**src/rtl/ld_project.sv**
```systemverilog
// Appliance control register file: two fridges, two ACs, two washers with phase countdown.
// Optional AC setpoint saturation to 16..30 is enabled by defining AC_TEMP_CLAMP_EN.
module ld_project (
    input  logic       clk,
    input  logic       rst_n,
    input  logic       s0,
    input  logic       s1,
    input  logic       s2,
    input  logic       s3,
    input  logic       s4,
    input  logic       s5,
    input  logic [4:0] inp,
    input  logic [4:0] wash,
    input  logic [4:0] rinse,
    input  logic [4:0] spin,
    input  logic [4:0] cloth,
    output logic [4:0] fgt1,
    output logic [4:0] fgt2,
    output logic [4:0] frt1,
    output logic [4:0] frt2,
    output logic [4:0] fgc1,
    output logic [4:0] fgc2,
    output logic [4:0] frc1,
    output logic [4:0] frc2,
    output logic       ice1,
    output logic       ice2,
    output logic [4:0] actemp1,
    output logic [4:0] actemp2,
    output logic [4:0] accap1,
    output logic [4:0] accap2,
    output logic [4:0] acfan1,
    output logic [4:0] acfan2,
    output logic [4:0] actimer1,
    output logic [4:0] actimer2,
    output logic [4:0] wash_out_1,
    output logic [4:0] wash_out_2,
    output logic [4:0] rinse_out_1,
    output logic [4:0] rinse_out_2,
    output logic [4:0] spin_out_1,
    output logic [4:0] spin_out_2,
    output logic [4:0] cloth_out_1,
    output logic [4:0] cloth_out_2
);

    localparam int unsigned DW = 5;
    localparam int unsigned NU = 2;

    localparam logic [1:0] CLS_FRIDGE = 2'b00;
    localparam logic [1:0] CLS_AC     = 2'b01;
    localparam logic [1:0] CLS_WASHER = 2'b10;

    logic [DW-1:0] r_fgt     [NU];
    logic [DW-1:0] r_frt     [NU];
    logic [DW-1:0] r_fgc     [NU];
    logic [DW-1:0] r_frc     [NU];
    logic          r_ice     [NU];
    logic [DW-1:0] r_actemp  [NU];
    logic [DW-1:0] r_accap   [NU];
    logic [DW-1:0] r_acfan   [NU];
    logic [DW-1:0] r_actimer [NU];
    logic [DW-1:0] r_wash    [NU];
    logic [DW-1:0] r_rinse   [NU];
    logic [DW-1:0] r_spin    [NU];
    logic [DW-1:0] r_cloth   [NU];
    logic          r_run     [NU];

    logic [DW-1:0] w_wash_nxt  [NU];
    logic [DW-1:0] w_rinse_nxt [NU];
    logic [DW-1:0] w_spin_nxt  [NU];
    logic [DW-1:0] w_cloth_nxt [NU];
    logic          w_run_nxt   [NU];

    logic [1:0]    w_cls;
    logic [1:0]    w_sel;
    logic [1:0]    w_cmd;
    logic [DW-1:0] w_actemp_in;

    assign w_cls = {s0, s1};
    assign w_sel = {s3, s4};
    assign w_cmd = {s4, s5};

`ifdef AC_TEMP_CLAMP_EN
    assign w_actemp_in = (inp < DW'(16)) ? DW'(16) :
                         (inp > DW'(30)) ? DW'(30) : inp;
`else
    assign w_actemp_in = inp;
`endif

    // Fridge and AC settings: plain captures into the addressed unit.
    always_ff @(posedge clk or negedge rst_n) begin
        if (!rst_n) begin
            for (int u = 0; u < NU; u++) begin
                r_fgt[u]     <= DW'(4);
                r_frt[u]     <= '0;
                r_fgc[u]     <= '0;
                r_frc[u]     <= '0;
                r_ice[u]     <= 1'b0;
                r_actemp[u]  <= DW'(24);
                r_accap[u]   <= '0;
                r_acfan[u]   <= '0;
                r_actimer[u] <= '0;
            end
        end else begin
            for (int u = 0; u < NU; u++) begin
                if (w_cls == CLS_FRIDGE && s2 == 1'(u)) begin
                    case (w_sel)
                        2'b00: if (s5) r_frt[u] <= inp; else r_fgt[u] <= inp;
                        2'b01: if (s5) r_frc[u] <= {3'b000, inp[1:0]};
                               else    r_fgc[u] <= {3'b000, inp[1:0]};
                        2'b10: r_ice[u] <= inp[0];
                        default: ;
                    endcase
                end
                if (w_cls == CLS_AC && s2 == 1'(u)) begin
                    case (w_sel)
                        2'b00:   r_actemp[u]  <= w_actemp_in;
                        2'b01:   r_accap[u]   <= {3'b000, inp[1:0]};
                        2'b10:   r_acfan[u]   <= {2'b00, inp[2:0]};
                        default: r_actimer[u] <= {2'b00, inp[2:0]};
                    endcase
                end
            end
        end
    end

    // Washer next state: an addressed command wins over the running countdown.
    always_comb begin
        for (int u = 0; u < NU; u++) begin
            w_wash_nxt[u]  = r_wash[u];
            w_rinse_nxt[u] = r_rinse[u];
            w_spin_nxt[u]  = r_spin[u];
            w_cloth_nxt[u] = r_cloth[u];
            w_run_nxt[u]   = r_run[u];
            if (w_cls == CLS_WASHER && s2 == 1'(u)) begin
                if (!s3) begin
                    w_wash_nxt[u]  = wash;
                    w_rinse_nxt[u] = rinse;
                    w_spin_nxt[u]  = spin;
                    w_cloth_nxt[u] = cloth;
                    w_run_nxt[u]   = 1'b0;
                end else begin
                    case (w_cmd)
                        2'b00: begin
                            if (r_wash[u] == '0 && r_rinse[u] == '0 && r_spin[u] == '0) begin
                                w_cloth_nxt[u] = '0;
                                w_run_nxt[u]   = 1'b0;
                            end else begin
                                w_run_nxt[u]   = 1'b1;
                            end
                        end
                        2'b01: w_run_nxt[u] = 1'b0;
                        2'b10: begin
                            if (r_wash[u] != '0)       w_wash_nxt[u]  = '0;
                            else if (r_rinse[u] != '0) w_rinse_nxt[u] = '0;
                            else                       w_spin_nxt[u]  = '0;
                        end
                        default: begin
                            w_wash_nxt[u]  = '0;
                            w_rinse_nxt[u] = '0;
                            w_spin_nxt[u]  = '0;
                            w_cloth_nxt[u] = '0;
                            w_run_nxt[u]   = 1'b0;
                        end
                    endcase
                end
            end else if (r_run[u]) begin
                if (r_wash[u] != '0) begin
                    w_wash_nxt[u] = r_wash[u] - DW'(1);
                end else if (r_rinse[u] != '0) begin
                    w_rinse_nxt[u] = r_rinse[u] - DW'(1);
                end else if (r_spin[u] != '0) begin
                    w_spin_nxt[u] = r_spin[u] - DW'(1);
                    if (r_spin[u] == DW'(1)) begin
                        w_cloth_nxt[u] = '0;
                        w_run_nxt[u]   = 1'b0;
                    end
                end else begin
                    w_cloth_nxt[u] = '0;
                    w_run_nxt[u]   = 1'b0;
                end
            end
        end
    end

    always_ff @(posedge clk or negedge rst_n) begin
        if (!rst_n) begin
            for (int u = 0; u < NU; u++) begin
                r_wash[u]  <= '0;
                r_rinse[u] <= '0;
                r_spin[u]  <= '0;
                r_cloth[u] <= '0;
                r_run[u]   <= 1'b0;
            end
        end else begin
            for (int u = 0; u < NU; u++) begin
                r_wash[u]  <= w_wash_nxt[u];
                r_rinse[u] <= w_rinse_nxt[u];
                r_spin[u]  <= w_spin_nxt[u];
                r_cloth[u] <= w_cloth_nxt[u];
                r_run[u]   <= w_run_nxt[u];
            end
        end
    end

    assign fgt1        = r_fgt[0];
    assign fgt2        = r_fgt[1];
    assign frt1        = r_frt[0];
    assign frt2        = r_frt[1];
    assign fgc1        = r_fgc[0];
    assign fgc2        = r_fgc[1];
    assign frc1        = r_frc[0];
    assign frc2        = r_frc[1];
    assign ice1        = r_ice[0];
    assign ice2        = r_ice[1];
    assign actemp1     = r_actemp[0];
    assign actemp2     = r_actemp[1];
    assign accap1      = r_accap[0];
    assign accap2      = r_accap[1];
    assign acfan1      = r_acfan[0];
    assign acfan2      = r_acfan[1];
    assign actimer1    = r_actimer[0];
    assign actimer2    = r_actimer[1];
    assign wash_out_1  = r_wash[0];
    assign wash_out_2  = r_wash[1];
    assign rinse_out_1 = r_rinse[0];
    assign rinse_out_2 = r_rinse[1];
    assign spin_out_1  = r_spin[0];
    assign spin_out_2  = r_spin[1];
    assign cloth_out_1 = r_cloth[0];
    assign cloth_out_2 = r_cloth[1];

endmodule

```
**config.mk**
```make
export PLATFORM = sky130hd
export DESIGN_NAME = ld_project
export DESIGN_NICKNAME = d
export VERILOG_FILES = /design/src/rtl/ld_project.sv
export SDC_FILE = /design/constraint.sdc
export NUM_CORES = 1
export LEC_CHECK = 0
export CAP_MARGIN = 40
export CORE_AREA = 2 2 106 108
export CTS_BUF_LIST = sky130_fd_sc_hd__clkbuf_4 sky130_fd_sc_hd__clkbuf_8
export DETAILED_ROUTE_END_ITERATION = 7
export DIE_AREA = 0 0 108 110
export GPL_TIMING_DRIVEN = 0
export PLACE_DENSITY_LB_ADDON = 0.12
export SYNTH_ARGS = -nofsm -noshare
export SYNTH_HDL_FRONTEND = slang
export SYNTH_SLANG_ARGS = --single-unit
```
**constraint.sdc**
```tcl
create_clock -name clk -period 2.45 [get_ports clk]
set_clock_uncertainty 0.05 [all_clocks]
set_input_delay 0.3675 -clock clk [delete_from_list [all_inputs] [get_ports clk]]
set_output_delay 0.3675 -clock clk [all_outputs]
set_load 0.005 [all_outputs]
```
==> flow_results.org, run 1 <==
** Status
- The run finished with clean final reports.

** Synthesis
- Synthesis produced a netlist whose cell count is just under 500.
- Distinct cell type count of the synthesized netlist :: 57
- The most used flip-flop cell after synthesis is sky130_fd_sc_hd__dfrtp_1.
- Sequential fraction of the synthesis area :: between 40% and 50%
- Share of synthesized registers carrying an async set or reset :: 100%
- Each instance of the synthesized netlist takes up on average about 11 µm².
- Yosys top cell area share :: between 40% and 50%
- The largest total area in the synthesized netlist belongs to sky130_fd_sc_hd__dfrtp_1.
- Dominant cells by area after synthesis :: sky130_fd_sc_hd__dfrtp_1, sky130_fd_sc_hd__mux2_2, sky130_fd_sc_hd__ha_1
- In this run the cell area of the synthesized design comes to between 0.005 and 0.006 mm².
- Counting flops with a built-in enable in the synthesized netlist gives 0.
- Number of register bits inferred by synthesis :: 98
- For this run, the number of Yosys warnings is 0.

** Floorplanning
- The core region is 0.0107 mm².
- The die covers around 0.012 mm².
- After floorplanning, the core was divided into 38 placement rows.
- Die Ht :: about 110 µm
- The die is roughly 110 µm wide.
- Once the floorplan was initialized, standard cells occupied around half of the core.
- Count of boundary I/O pins :: 155

** Route
- Number of design-rule violations left by the first detailed-router iteration :: 210
- Overall routed net length :: between 10 and 15 mm
- After detailed routing, the number of remaining DRC violations is 0.
- Via count :: 4160
- For this run, the detailed router's first-pass iteration total came to 4.
- Dividing the detail-routed via count by the number of cells gives approximately 5.3.
- Wire per inst :: around 17 µm
- Remaining antenna violation count after routing :: 0

** Clock tree
- In this run the number of H-tree levels came out at 3.
- The number of clock buffers added by TritonCTS is 9.
- Maximum buffer depth of the clock tree :: 2
- Clk root buf :: sky130_fd_sc_hd__clkbuf_8
- Register clock-pin slew on the reported worst setup and hold paths :: ~0.10 ns
- Number of clock sinks :: slightly below 100
- Setup bufs post-CTS :: 0
- At the later pin of the worst-skew pair, clock insertion delay measures between 0.3 and 0.4 ns.
- TritonCTS built the clock tree.

** Timing
- Subtracting the final worst setup slack from the clock period gives between 2 and 2.5 ns.
- Ratio of final minimum period to clock period :: ~95%
- Setup violations remaining at the end of the flow were counted as 0.
- Max Fclk :: between 400 and 500 MHz
- The total count of hold-check failures in the final report is 0.
- For the pin with the worst max-slew slack, the measured transition is 0.680 ns.
- Max-Slew Margin vs Limit :: a little over half
- Total count of max-transition violations in the final report :: 0
- Setup repair after global routing left no endpoint under its margin.

** Worst setup path
- Worst Path Arrival :: approximately 2.5 ns
- Worst-path cell chain :: clkdlybuf4s50_1 > clkbuf_1 > inv_1 > nor3_1 > mux2_2
- In this run the worst path has a maximum fanout of 10.
- For this design, the slowest cell found on the critical path is sky130_fd_sc_hd__nor3_1.
- STA classifies the critical path startpoint as an input port.
- Internal reg-to-reg setup slack :: between 0.2 and 0.3 ns
- Critical Path RT :: about 2.7 ns
- Largest stage delay, worst path :: about 0.56 ns
- Endpoint type of the worst setup path :: flop
- The critical path is of the input port to flop type.

** GRT
- The via count of the first global-routing pass came to between 4k and 5k.
- Global routing used under 10% of the available met3 tracks.
- Antenna violations before repair :: 0
- Entering global routing, the biggest net connects slightly above 50 pins.
- In the global route stage, met1 resource usage came out at 30.6%.
- In the global route stage, met2 resource usage came out at approximately a third.
- The layer flagged by global routing as most heavily used is met2.
- Across every metal layer, demand over resource in global routing totals between 20 and 25%.
- After global routing the overflow that remains totals 0.
- The first global-routing pass estimated 20.8 mm of wire.

** Min path
- Min-delay worst type :: flop to flop

** Finish
- At the end of the flow, the number of nets in the layout was between 600 and 700.
- The number of antenna diodes in the final layout is 0.
- Of the cells placed in the final design, the portion with a size suffix greater than 1 is 20.2%.
- The area growth from synthesis to layout is 33.7%.
- Fill count :: 903
- The finished layout holds 790 standard cells, fillers aside.

** Power
- Power consumption :: 5.61 mW
- Static leakage :: 2.99 nW
- For this design the ratio of total power to cell area is slightly above 800 mW/mm².
- VDD sags by at most 0.415 mV.

** Place
- During placement, the flow inserted port buffers numbering 126.
- Once placement completed, the tool counted placed cells totaling 773.
- Placed wire-length estimate :: between 9 and 10 mm
- At the end of routability-driven placement, the weighted congestion stood at about 0.8.

** Job
- Number of violations of the max-capacitance limit :: 0
-- registers in the layout (all words and copies together) (netlist names), 3 cells and up --
name,count
cloth_out_1,5
cloth_out_2,5
spin_out_1,5
frt2,5
acfan2,3
fgt1,5
wash_out_1,5
actemp1,5
wash_out_2,5
actimer2,3
frt1,5
actimer1,3
acfan1,3
fgt2,5
actemp2,5
rinse_out_2,5
rinse_out_1,5
spin_out_2,5
-- cells by family (layout without fill, tap and decap cells) --
group	after synthesis	count (layout)	synth area share, %
simple gates	136	136	14.4
buf+inv	65	209	6.84
mux	56	56	12.1
flops	98	98	47.3
fa+ha+maj	16	16	3.85
other cells	1	26	0.0722
compound gates	109	109	15.4
-- synthesized netlist by cell type, types with 2 or more instances --
master,n
sky130_fd_sc_hd__dfrtp_1,92
sky130_fd_sc_hd__mux2_2,56
sky130_fd_sc_hd__nand2_1,40
sky130_fd_sc_hd__nor2_1,33
sky130_fd_sc_hd__a21oi_1,26
sky130_fd_sc_hd__buf_4,26
sky130_fd_sc_hd__o21ai_0,23
sky130_fd_sc_hd__inv_1,20
sky130_fd_sc_hd__ha_1,16
sky130_fd_sc_hd__nor2b_1,12
sky130_fd_sc_hd__clkbuf_1,11
sky130_fd_sc_hd__nor3_1,10
sky130_fd_sc_hd__o2bb2ai_1,9
sky130_fd_sc_hd__nand3_1,8
sky130_fd_sc_hd__o21ai_1,8
sky130_fd_sc_hd__a22o_1,6
sky130_fd_sc_hd__dfstp_2,6
sky130_fd_sc_hd__nor3b_1,6
sky130_fd_sc_hd__o211ai_1,6
sky130_fd_sc_hd__buf_2,5
sky130_fd_sc_hd__o22ai_1,5
sky130_fd_sc_hd__or3_1,4
sky130_fd_sc_hd__a211oi_1,3
sky130_fd_sc_hd__a31oi_1,3
sky130_fd_sc_hd__nand3b_1,3
sky130_fd_sc_hd__o22a_1,3
sky130_fd_sc_hd__or4b_1,3
sky130_fd_sc_hd__a22oi_1,2
sky130_fd_sc_hd__a41oi_1,2
sky130_fd_sc_hd__and3_1,2
sky130_fd_sc_hd__buf_1,2
sky130_fd_sc_hd__nand2b_1,2
sky130_fd_sc_hd__nor4b_4,2
sky130_fd_sc_hd__o22ai_4,2
sky130_fd_sc_hd__o2bb2ai_4,2
-- area by class of cell --
cell class	instances	area [µm²]	share of cell area [%]
well taps	140	175	2.52
repair buffers	128	1300	18.7
clock buffers	9	124	1.78
clock inverters	7	58.8	0.847
multi-input cells	343	2470	35.6
inverters	20	75.1	1.08
plain buffers	45	282	4.05
flip-flops and latches	98	2460	35.4
-- per-layer routing --
layer	part of all wire (%)	vias to the layer above
met5	0	-
met3	8.5	19
met2	46	148
li1	-	1995
met4	2.0	0
met1	43	1998
-- report_power, final --
group | internal (mW) | total, mW | leakage [nW] | switching (mW)
combinational | 1.31 | 2.17 | 1.70 | 0.856
sequential | 2.06 | 2.46 | 1.21 | 0.402
clock | 0.383 | 0.988 | 0.0804 | 0.605
-- worst paths after layout --
check / startpoint / to / depth (start not counted)
min reg2reg: cloth_out_1[3] / cloth_out_1[3] / 1
max reg2reg: rinse_out_1[0] / spin_out_1[3] / 7
min: cloth_out_1[3] / cloth_out_1[3] / 1
max in group asynchronous: rst_n / actemp1[3] / 3
max: s3 / actimer2[1] / 5
min in group asynchronous: rst_n / rinse_out_1[4] / 2
-- stage by stage --
step / cell area [µm²] / hold slack [ns] / utilization [%] / TNS [ns] / setup slack (ns)
after floorplan: 5290 / 0.0219 / - / 0 / 0.481
after global placement: 6730 / 0.427 / 62.9 / -262.84 / -2.71
after detailed placement: 6750 / 0.390 / 63.1 / -5.93 / -0.327
after CTS: 6940 / 0.457 / 64.9 / 0 / 0.0816
after global routing: 6950 / 0.484 / 64.9 / 0 / 0.0225
final: 6950 / 0.448 / 64.9 / 0 / 0.134
-- worst max-delay path, delay by kind of cell --
kind | cells | cell delay, ns
buffers and inverters | 3 | 1.20
and+or+nand+nor | 1 | 0.56
muxes | 1 | 0.40
-- cells in the final DEF (no fill, tap or decap), types with 3 or more instances in the layout --
cell type / Yosys / final
sky130_fd_sc_hd__clkdlybuf4s50_1: 0 / 125
sky130_fd_sc_hd__dfrtp_1: 92 / 92
sky130_fd_sc_hd__mux2_2: 56 / 56
sky130_fd_sc_hd__nand2_1: 40 / 40
sky130_fd_sc_hd__nor2_1: 33 / 33
sky130_fd_sc_hd__buf_4: 26 / 27
sky130_fd_sc_hd__a21oi_1: 26 / 26
sky130_fd_sc_hd__conb_1: 1 / 26
sky130_fd_sc_hd__o21ai_0: 23 / 23
sky130_fd_sc_hd__inv_1: 20 / 20
sky130_fd_sc_hd__ha_1: 16 / 16
sky130_fd_sc_hd__nor2b_1: 12 / 12
sky130_fd_sc_hd__clkbuf_1: 11 / 10
sky130_fd_sc_hd__nor3_1: 10 / 10
sky130_fd_sc_hd__o2bb2ai_1: 9 / 9
sky130_fd_sc_hd__clkbuf_8: 0 / 9
sky130_fd_sc_hd__o21ai_1: 8 / 8
sky130_fd_sc_hd__nand3_1: 8 / 8
sky130_fd_sc_hd__nor3b_1: 6 / 6
sky130_fd_sc_hd__a22o_1: 6 / 6
sky130_fd_sc_hd__o211ai_1: 6 / 6
sky130_fd_sc_hd__dfstp_2: 6 / 6
sky130_fd_sc_hd__buf_2: 5 / 5
sky130_fd_sc_hd__o22ai_1: 5 / 5
sky130_fd_sc_hd__or3_1: 4 / 4
sky130_fd_sc_hd__clkinvlp_4: 0 / 4
sky130_fd_sc_hd__or4b_1: 3 / 3
sky130_fd_sc_hd__nand3b_1: 3 / 3
sky130_fd_sc_hd__a211oi_1: 3 / 3
sky130_fd_sc_hd__a31oi_1: 3 / 3
sky130_fd_sc_hd__o22a_1: 3 / 3
-- timing repair --
action,in CTS,in global routing
hold buffers,1,0
endpoints found under the setup margin,0,8
endpoints found under the hold margin,41,0
resized for setup,0,2
Power figures use the tool's default switching activity.
==> run 2: changes to the inputs <==
--- a/config.mk
+++ b/config.mk
@@ -6,10 +6,10 @@
 export NUM_CORES = 1
 export LEC_CHECK = 0
 export CAP_MARGIN = 40
-export CORE_AREA = 2 2 106 108
+export CORE_AREA = 2 2 103 105
 export CTS_BUF_LIST = sky130_fd_sc_hd__clkbuf_4 sky130_fd_sc_hd__clkbuf_8
 export DETAILED_ROUTE_END_ITERATION = 7
-export DIE_AREA = 0 0 108 110
+export DIE_AREA = 0 0 105 107
 export GPL_TIMING_DRIVEN = 0
 export PLACE_DENSITY_LB_ADDON = 0.12
 export SYNTH_ARGS = -nofsm -noshare
==> constraint.sdc (replaced) <==
create_clock -name clk -period 3 [get_ports clk]
set_clock_uncertainty 0.05 [all_clocks]
set_input_delay 0.45 -clock clk [delete_from_list [all_inputs] [get_ports clk]]
set_output_delay 0.45 -clock clk [all_outputs]
set_load 0.005 [all_outputs]
==> flow_results.org, run 2 (synthesis results as in run 1) <==
** Finish
- Leaving out fill and tap cells, the most frequent cells in the layout are sky130_fd_sc_hd__clkdlybuf4s50_1, sky130_fd_sc_hd__dfrtp_1, sky130_fd_sc_hd__mux2_2, sky130_fd_sc_hd__nand2_1, sky130_fd_sc_hd__nor2_1.
- Antenna diode count :: 0
- For this run, the post-layout net count is 693.
- The library cell used most frequently in the layout, excluding fill and tap cells, is sky130_fd_sc_hd__clkdlybuf4s50_1.
- Fill count :: 815
- Relative to the synthesized area, the layout overhead comes to 33.6%.
- After routing the design area is between 0.006 and 0.007 mm².
- Final cell count without fillers :: ~790
- In the final layout, the share of cells above drive strength 1 is ~20%.

** Floorplanning
- Area of the die :: about 0.011 mm²
- For this configuration, the core starts out at a cell density of between 50 and 60%.
- Area of the placeable core :: between 0.01 and 0.015 mm²
- Count of boundary I/O pins :: 155
- The die is between 100 and 150 µm tall.
- In this run the core area contains 37 standard-cell rows.
- Die W :: between 100 and 150 µm

** Worst setup path
- Largest stage delay, worst path :: ~0.57 ns
- Data on the critical path is required at its endpoint by ~3.2 ns.
- The worst register-to-register path begins at wash_out_1[0].
- Critical path start-end classification :: input port to flop
- Critical Path Source :: s3
- For this design, the slowest cell found on the critical path is sky130_fd_sc_hd__nor3_1.
- The critical path goes through clkdlybuf4s50_1 > clkbuf_1 > inv_1 > nor3_1 > mux2_2.
- R2R cell count :: 7
- Category of the worst setup path launch point :: input port
- Endpoint type of the worst setup path :: flop
- The setup check on the worst reg-to-reg path leaves a slack of 0.75 ns.
- Terminus of the critical flop-to-flop path :: spin_out_1[3]
- Worst Path Arrival :: about 2.6 ns
- Of all nets on the critical path, the largest fanout is 10.

** GRT
- The via count of the first global-routing pass came to about 4.0k.
- Entering global routing, the biggest net connects 54 pins.
- Wire length of the first global-routing pass :: around 21 mm
- Overall fraction of global-route tracks in use :: between 20% and 30%
- The initial antenna violation count came to 1.
- For this run the aggregate overflow at the end of global routing stands at 0.

** Timing
- Max Fclk :: 421 MHz
- On the final layout, the worst hold slack is roughly 0.062 ns.
- Final setup viols :: 0
- The smallest clock period supported by the final layout is computed as 2.37 ns.
- Post-route setup slack :: ~0.63 ns
- The count of final max-slew check failures came to 0.
- Measured against its own limit, the worst slew margin works out to about half.
- RSZ-0062 raised after global routing :: false
- Final Hold Fails :: 0
- The worst path uses 79.1% of the clock period.
- Slew @ Worst Pin :: about 0.72 ns

** Place
- Pre-CTS WS :: roughly 0.2 ns
- Placed wire-length estimate :: about 10 mm
- Post-Place Cells :: 769
- Routability congestion estimate :: 0.872
- Total placed instance area :: slightly below 0.007 mm²
- Buffers on Ports :: roughly 130

** Power
- Ratio of total power to cell area :: 669 mW/mm²
- Static leakage :: 3.00 nW
- Total power for the finished layout comes to approximately 4.6 mW.
- Maximum ir drop on the vdd rail :: between 0.3 and 0.4 mV

** Clock tree
- CTS placed an instance of sky130_fd_sc_hd__clkbuf_8 at the clock tree root.
- Post-cts repair resize count :: 0
- Hold-fix buffers, CTS :: 0
- Setup bufs post-CTS :: 0
- Number of buffers added by the clock tree synthesis step :: 9
- Level count of the clock H-tree :: 3
- The clock drives 98 sinks.
- TritonCTS built the clock tree.
- After clock tree synthesis, the clock-pin slew on the worst setup and hold paths is around 0.1 ns.
- Clk Latency, worst-skew pair :: between 0.3 and 0.4 ns
- Maximum buffer depth of the clock tree :: 2

** Route
- Via count :: between 4k and 5k
- Number of design-rule violations left by the first detailed-router iteration :: between 150 and 200
- In this run the remaining antenna-violating nets after routing total 0.
- WL met3 :: slightly above 1 mm
- Top sig layer :: met5
- Detailed-route DRC error count :: 0
- Number of search-and-repair iterations in the first detailed-routing pass :: 4
- After detailed routing, the average wire length per cell comes to about 17 µm.
- Detailed routing placed a total of about 6.3 mm of wire on met2.
- In the final routing, the length of wire on met1 measures just under 6 mm.
- For this block, the routed nets add up to approximately 13 mm of wire.
- Routed via count divided by cell count :: ~5.3

** Job
- Number of violations of the max-capacitance limit :: 0

** Min path
- The min-delay analysis places its worst path in the category input port to async pin.

** Status
- Outcome :: completed
==> run 2: worst max-delay path by stage <==
| stage | endpoint | depth (start not counted) |
|---|---|---|
| final | actimer2[1] | 5 |
| after global routing | cloth_out_1[1] | 6 |
| after CTS | cloth_out_1[4] | 6 |
| after detailed placement | cloth_out_1[4] | 6 |
| after global placement | fgt2[3] | 1 |
| after floorplan | cloth_out_2[3] | 7 |
==> run 2: power by group <==
group	switching (mW)	total (mW)	internal [mW]
logic	0.712	1.78	1.07
clock network	0.528	0.856	0.328
registers	0.328	2.01	1.68
==> run 2: critical path, delay by kind of cell <==
| family | cells | cell delay (ns) |
|---|---|---|
| simple gates | 1 | 0.57 |
| mux | 1 | 0.40 |
| buf+inv | 3 | 1.16 |
==> run 2: routing by layer <==
layer / up-vias / global-route usage, %
li1: 1984 / -
met1: 2043 / 31.3
met2: 136 / 37.9
met3: 15 / 6.99
met4: 2 / 7.71
met5: - / 0
==> run 2: cell type report <==
type | instances | area [µm²] | area share [%]
Clock inverter | 7 | 72.6 | 1.05
Buffer | 45 | 280 | 4.04
Tap cell | 136 | 170 | 2.45
Multi-Input combinational cell | 343 | 2470 | 35.6
Clock buffer | 9 | 124 | 1.78
Sequential cell | 98 | 2460 | 35.4
Timing Repair Buffer | 127 | 1290 | 18.5
Inverter | 20 | 75.1 | 1.08
==> run 2: through the flow <==
step	util [%]	TNS (ns)
floorplan	-	0
global route	68.8	0
CTS	68.8	0
finish	68.8	0
detailed placement	66.8	0
global placement	66.6	-206.40
==> run 3: changes to the inputs <==
--- a/config.mk
+++ b/config.mk
@@ -6,10 +6,10 @@
 export NUM_CORES = 1
 export LEC_CHECK = 0
 export CAP_MARGIN = 40
-export CORE_AREA = 2 2 103 105
+export CORE_AREA = 2 2 106 108
 export CTS_BUF_LIST = sky130_fd_sc_hd__clkbuf_4 sky130_fd_sc_hd__clkbuf_8
 export DETAILED_ROUTE_END_ITERATION = 7
-export DIE_AREA = 0 0 105 107
+export DIE_AREA = 0 0 108 110
 export GPL_TIMING_DRIVEN = 0
 export PLACE_DENSITY_LB_ADDON = 0.12
 export SYNTH_ARGS = -nofsm -noshare
==> constraint.sdc (replaced) <==
create_clock -name clk -period 2.2 [get_ports clk]
set_clock_uncertainty 0.05 [all_clocks]
set_input_delay 0.33 -clock clk [delete_from_list [all_inputs] [get_ports clk]]
set_output_delay 0.33 -clock clk [all_outputs]
set_load 0.005 [all_outputs]
==> flow_results.org, run 3 (synthesis results as in run 1) <==
** Status
- The run finished with clean final reports.

** Clock tree
- Number of buffers added by the clock tree synthesis step :: 9
- Clk Latency, worst-skew pair :: ~0.37 ns
- The clock tree synthesis step divided the H-tree into 3 levels.
- TritonCTS clock tree :: yes
- Register clock-pin slew on the reported worst setup and hold paths :: ~0.11 ns
- Counting along the longest clock path gives a buffer depth of 2.
- Counting every sink on the clock net gives 98.
- The root buffer cell chosen for the clock tree is sky130_fd_sc_hd__clkbuf_8.

** Route
- For this block, the initial DRC count from the detailed router was a little over 200.
- Number of search-and-repair iterations in the first detailed-routing pass :: 4
- Overall routed net length :: approximately 13 mm
- Remaining antenna violation count after routing :: 0
- In the final routed layout, each cell accounts on average for 16.5 µm.
- Dividing the detail-routed via count by the number of cells gives 5.30.
- Detailed-route DRC error count :: 0
- The routed layout has between 4k and 5k vias.

** Floorplanning
- around 160 I/O pins were placed.
- Starting utilization of the core area :: 48.6%
- The floorplan step set the die height to approximately 110 µm.
- Cell row count :: 38
- After floorplanning, the core was sized to cover 0.0107 mm².
- The die is ~110 µm wide.
- Area of the die :: between 0.01 and 0.015 mm²

** Timing
- Final Hold Fails :: 0
- Setup violations remaining at the end of the flow were counted as 0.
- Headroom to the max-slew limit came out at between 50% and 60%.
- Ratio of final minimum period to clock period :: 96.3%
- Setup repair after global routing left no endpoint under its margin.
- Total count of max-transition violations in the final report :: 0
- At the pin with the least slew margin, the transition time is between 0.6 and 0.7 ns.
- The worst path meets setup with approximately 0.08 ns of slack.
- Counting I/O delays and the setup requirement, the final critical path takes roughly 2.1 ns.
- Based on the critical path, the design can be clocked at up to roughly 470 MHz.

** Worst setup path
- Worst Path Arrival :: roughly 2.4 ns
- Endpoint type of the worst setup path :: flop
- The kind of cell with the highest combined delay along the critical path is simple AND/OR/NAND/NOR gates.
- Maximum fanout along the worst path :: 5
- Cell type of the slowest stage on the worst timing path :: sky130_fd_sc_hd__or4b_4
- Critical Path RT :: about 2.4 ns
- On the worst path, the slowest cell contributes a delay of between 0.5 and 0.6 ns.
- The setup path with the least slack is of type flop to flop.
- Worst-path cell chain :: inv_1 > ha_1 > or4b_4 > nor3_4 > o21ai_2 > a2bb2oi_2 > a2bb2o_4
- Number of buffers and inverters on the critical path :: 1
- STA classifies the critical path startpoint as a flop.

** Finish
- In the layout the commonest cells are sky130_fd_sc_hd__clkdlybuf4s50_1, sky130_fd_sc_hd__dfrtp_1, sky130_fd_sc_hd__mux2_2, sky130_fd_sc_hd__nand2_1, sky130_fd_sc_hd__buf_4.
- Layout Utilization :: about two thirds
- From synthesis to final layout, the design area changed by 35.0%.
- Leaving out fill and tap cells, the most frequent cell in the layout is sky130_fd_sc_hd__clkdlybuf4s50_1.
- In the final design database the tool counted around 700 nets.
- The post-route netlist has 21.8% of its cells at a drive strength greater than 1.
- Summing all non-filler instances in the final layout gives an area of between 0.007 and 0.008 mm².
- 0 antenna diodes ended up in the layout.

** Place
- Placed wire-length estimate :: between 9 and 10 mm
- Buffers on Ports :: roughly 130
- Summing all placed instances gives a cell area of ~0.0068 mm².
- Prior to clock tree synthesis, the placed netlist has a worst setup slack of -0.540 ns.
- At the end of routability-driven placement, the weighted congestion stood at 0.800.

** GRT
- The via count of the first global-routing pass came to around 4.1k.
- The initial antenna violation count is 0.
- The first global-routing pass estimated approximately 21 mm of wire.
- Entering global routing, the biggest net connects between 50 and 60 pins.
- Gr ovfl total :: 0
- For this run, the total global-route usage over all layers was measured as about 23%.

** Power
- Power consumption :: ~6.3 mW
- Ratio of total power to cell area :: around 900 mW/mm²
- The worst-case IR drop observed on VDD is between 0.4 and 0.5 mV.
- Static leakage :: slightly above 3 nW

** Job
- Number of violations of the max-capacitance limit :: 0

** Min path
- The worst hold path belongs to the class input port to flop.
==> run 3: final timing paths <==
kind,start,endpoint,slack [ns],cells after the start
min in group asynchronous,rst_n,rinse_out_2[1],0.49,2
worst max register to register,wash_out_2[0],cloth_out_2[3],0.08,7
worst min register to register,cloth_out_1[3],cloth_out_1[3],0.45,1
worst max-delay path,wash_out_2[0],cloth_out_2[3],0.08,7
worst min-delay path,inp[2],fgt2[2],0.44,2
max in group asynchronous,rst_n,actemp1[3],0.90,3
==> run 3: report_power, final <==
group          internal [mW]  switching, mW  leakage [nW]
Combinational           1.49          0.959          1.75
Sequential              2.29          0.450          1.21
Clock                  0.426          0.676        0.0804
Total                   4.21           2.09          3.03
==> run 3: what timing repair did <==
item / 4_1_cts / 5_1_grt
hold endpoints to repair: 44 / 0
setup buffers: 2 / 5
endpoints found under the setup margin: 12 / 34
gates resized for setup: 2 / 6
hold buffers: 1 / 0
gates cloned: 0 / 0
==> run 3: worst register-to-register path, stage by stage (launching register included) <==
cell and delay, ns:
sky130_fd_sc_hd__dfrtp_1 0.44, sky130_fd_sc_hd__inv_1 0.11, sky130_fd_sc_hd__ha_1 0.15, sky130_fd_sc_hd__or4b_4 0.52, sky130_fd_sc_hd__nor3_4 0.23, sky130_fd_sc_hd__o21ai_2 0.09
sky130_fd_sc_hd__a2bb2oi_2 0.21, sky130_fd_sc_hd__a2bb2o_4 0.23
==> run 3: layer usage <==
layer	up-vias	share of wire (%)	GRT usage [%]	wire [µm]
met5	-	0	0	0
met4	0	2.3	9.34	302
met3	23	7.9	6.29	1040
met2	148	46	35.2	6080
met1	2045	44	30.9	5750
li1	2009	-	-	-
==> run 3: metrics by stage <==
step / TNS, ns / hold slack (ns) / std cells
floorplan: 0 / -0.0156 / 506
global placement: -294.75 / 0.427 / 772
detailed placement: -18.89 / 0.352 / 773
CTS: 0 / 0.438 / 792
global route: 0 / 0.458 / 797
finish: 0 / 0.442 / 797
==> run 3: cell type report <==
type,instances,area [µm²]
clock buffers,9,124
plain buffers,45,284
inverters,20,75.1
clock inverters,7,58.8
fillers,899,3680
well taps,140,175
flip-flops and latches,98,2460
multi-input cells,343,2490
repair buffers,135,1350
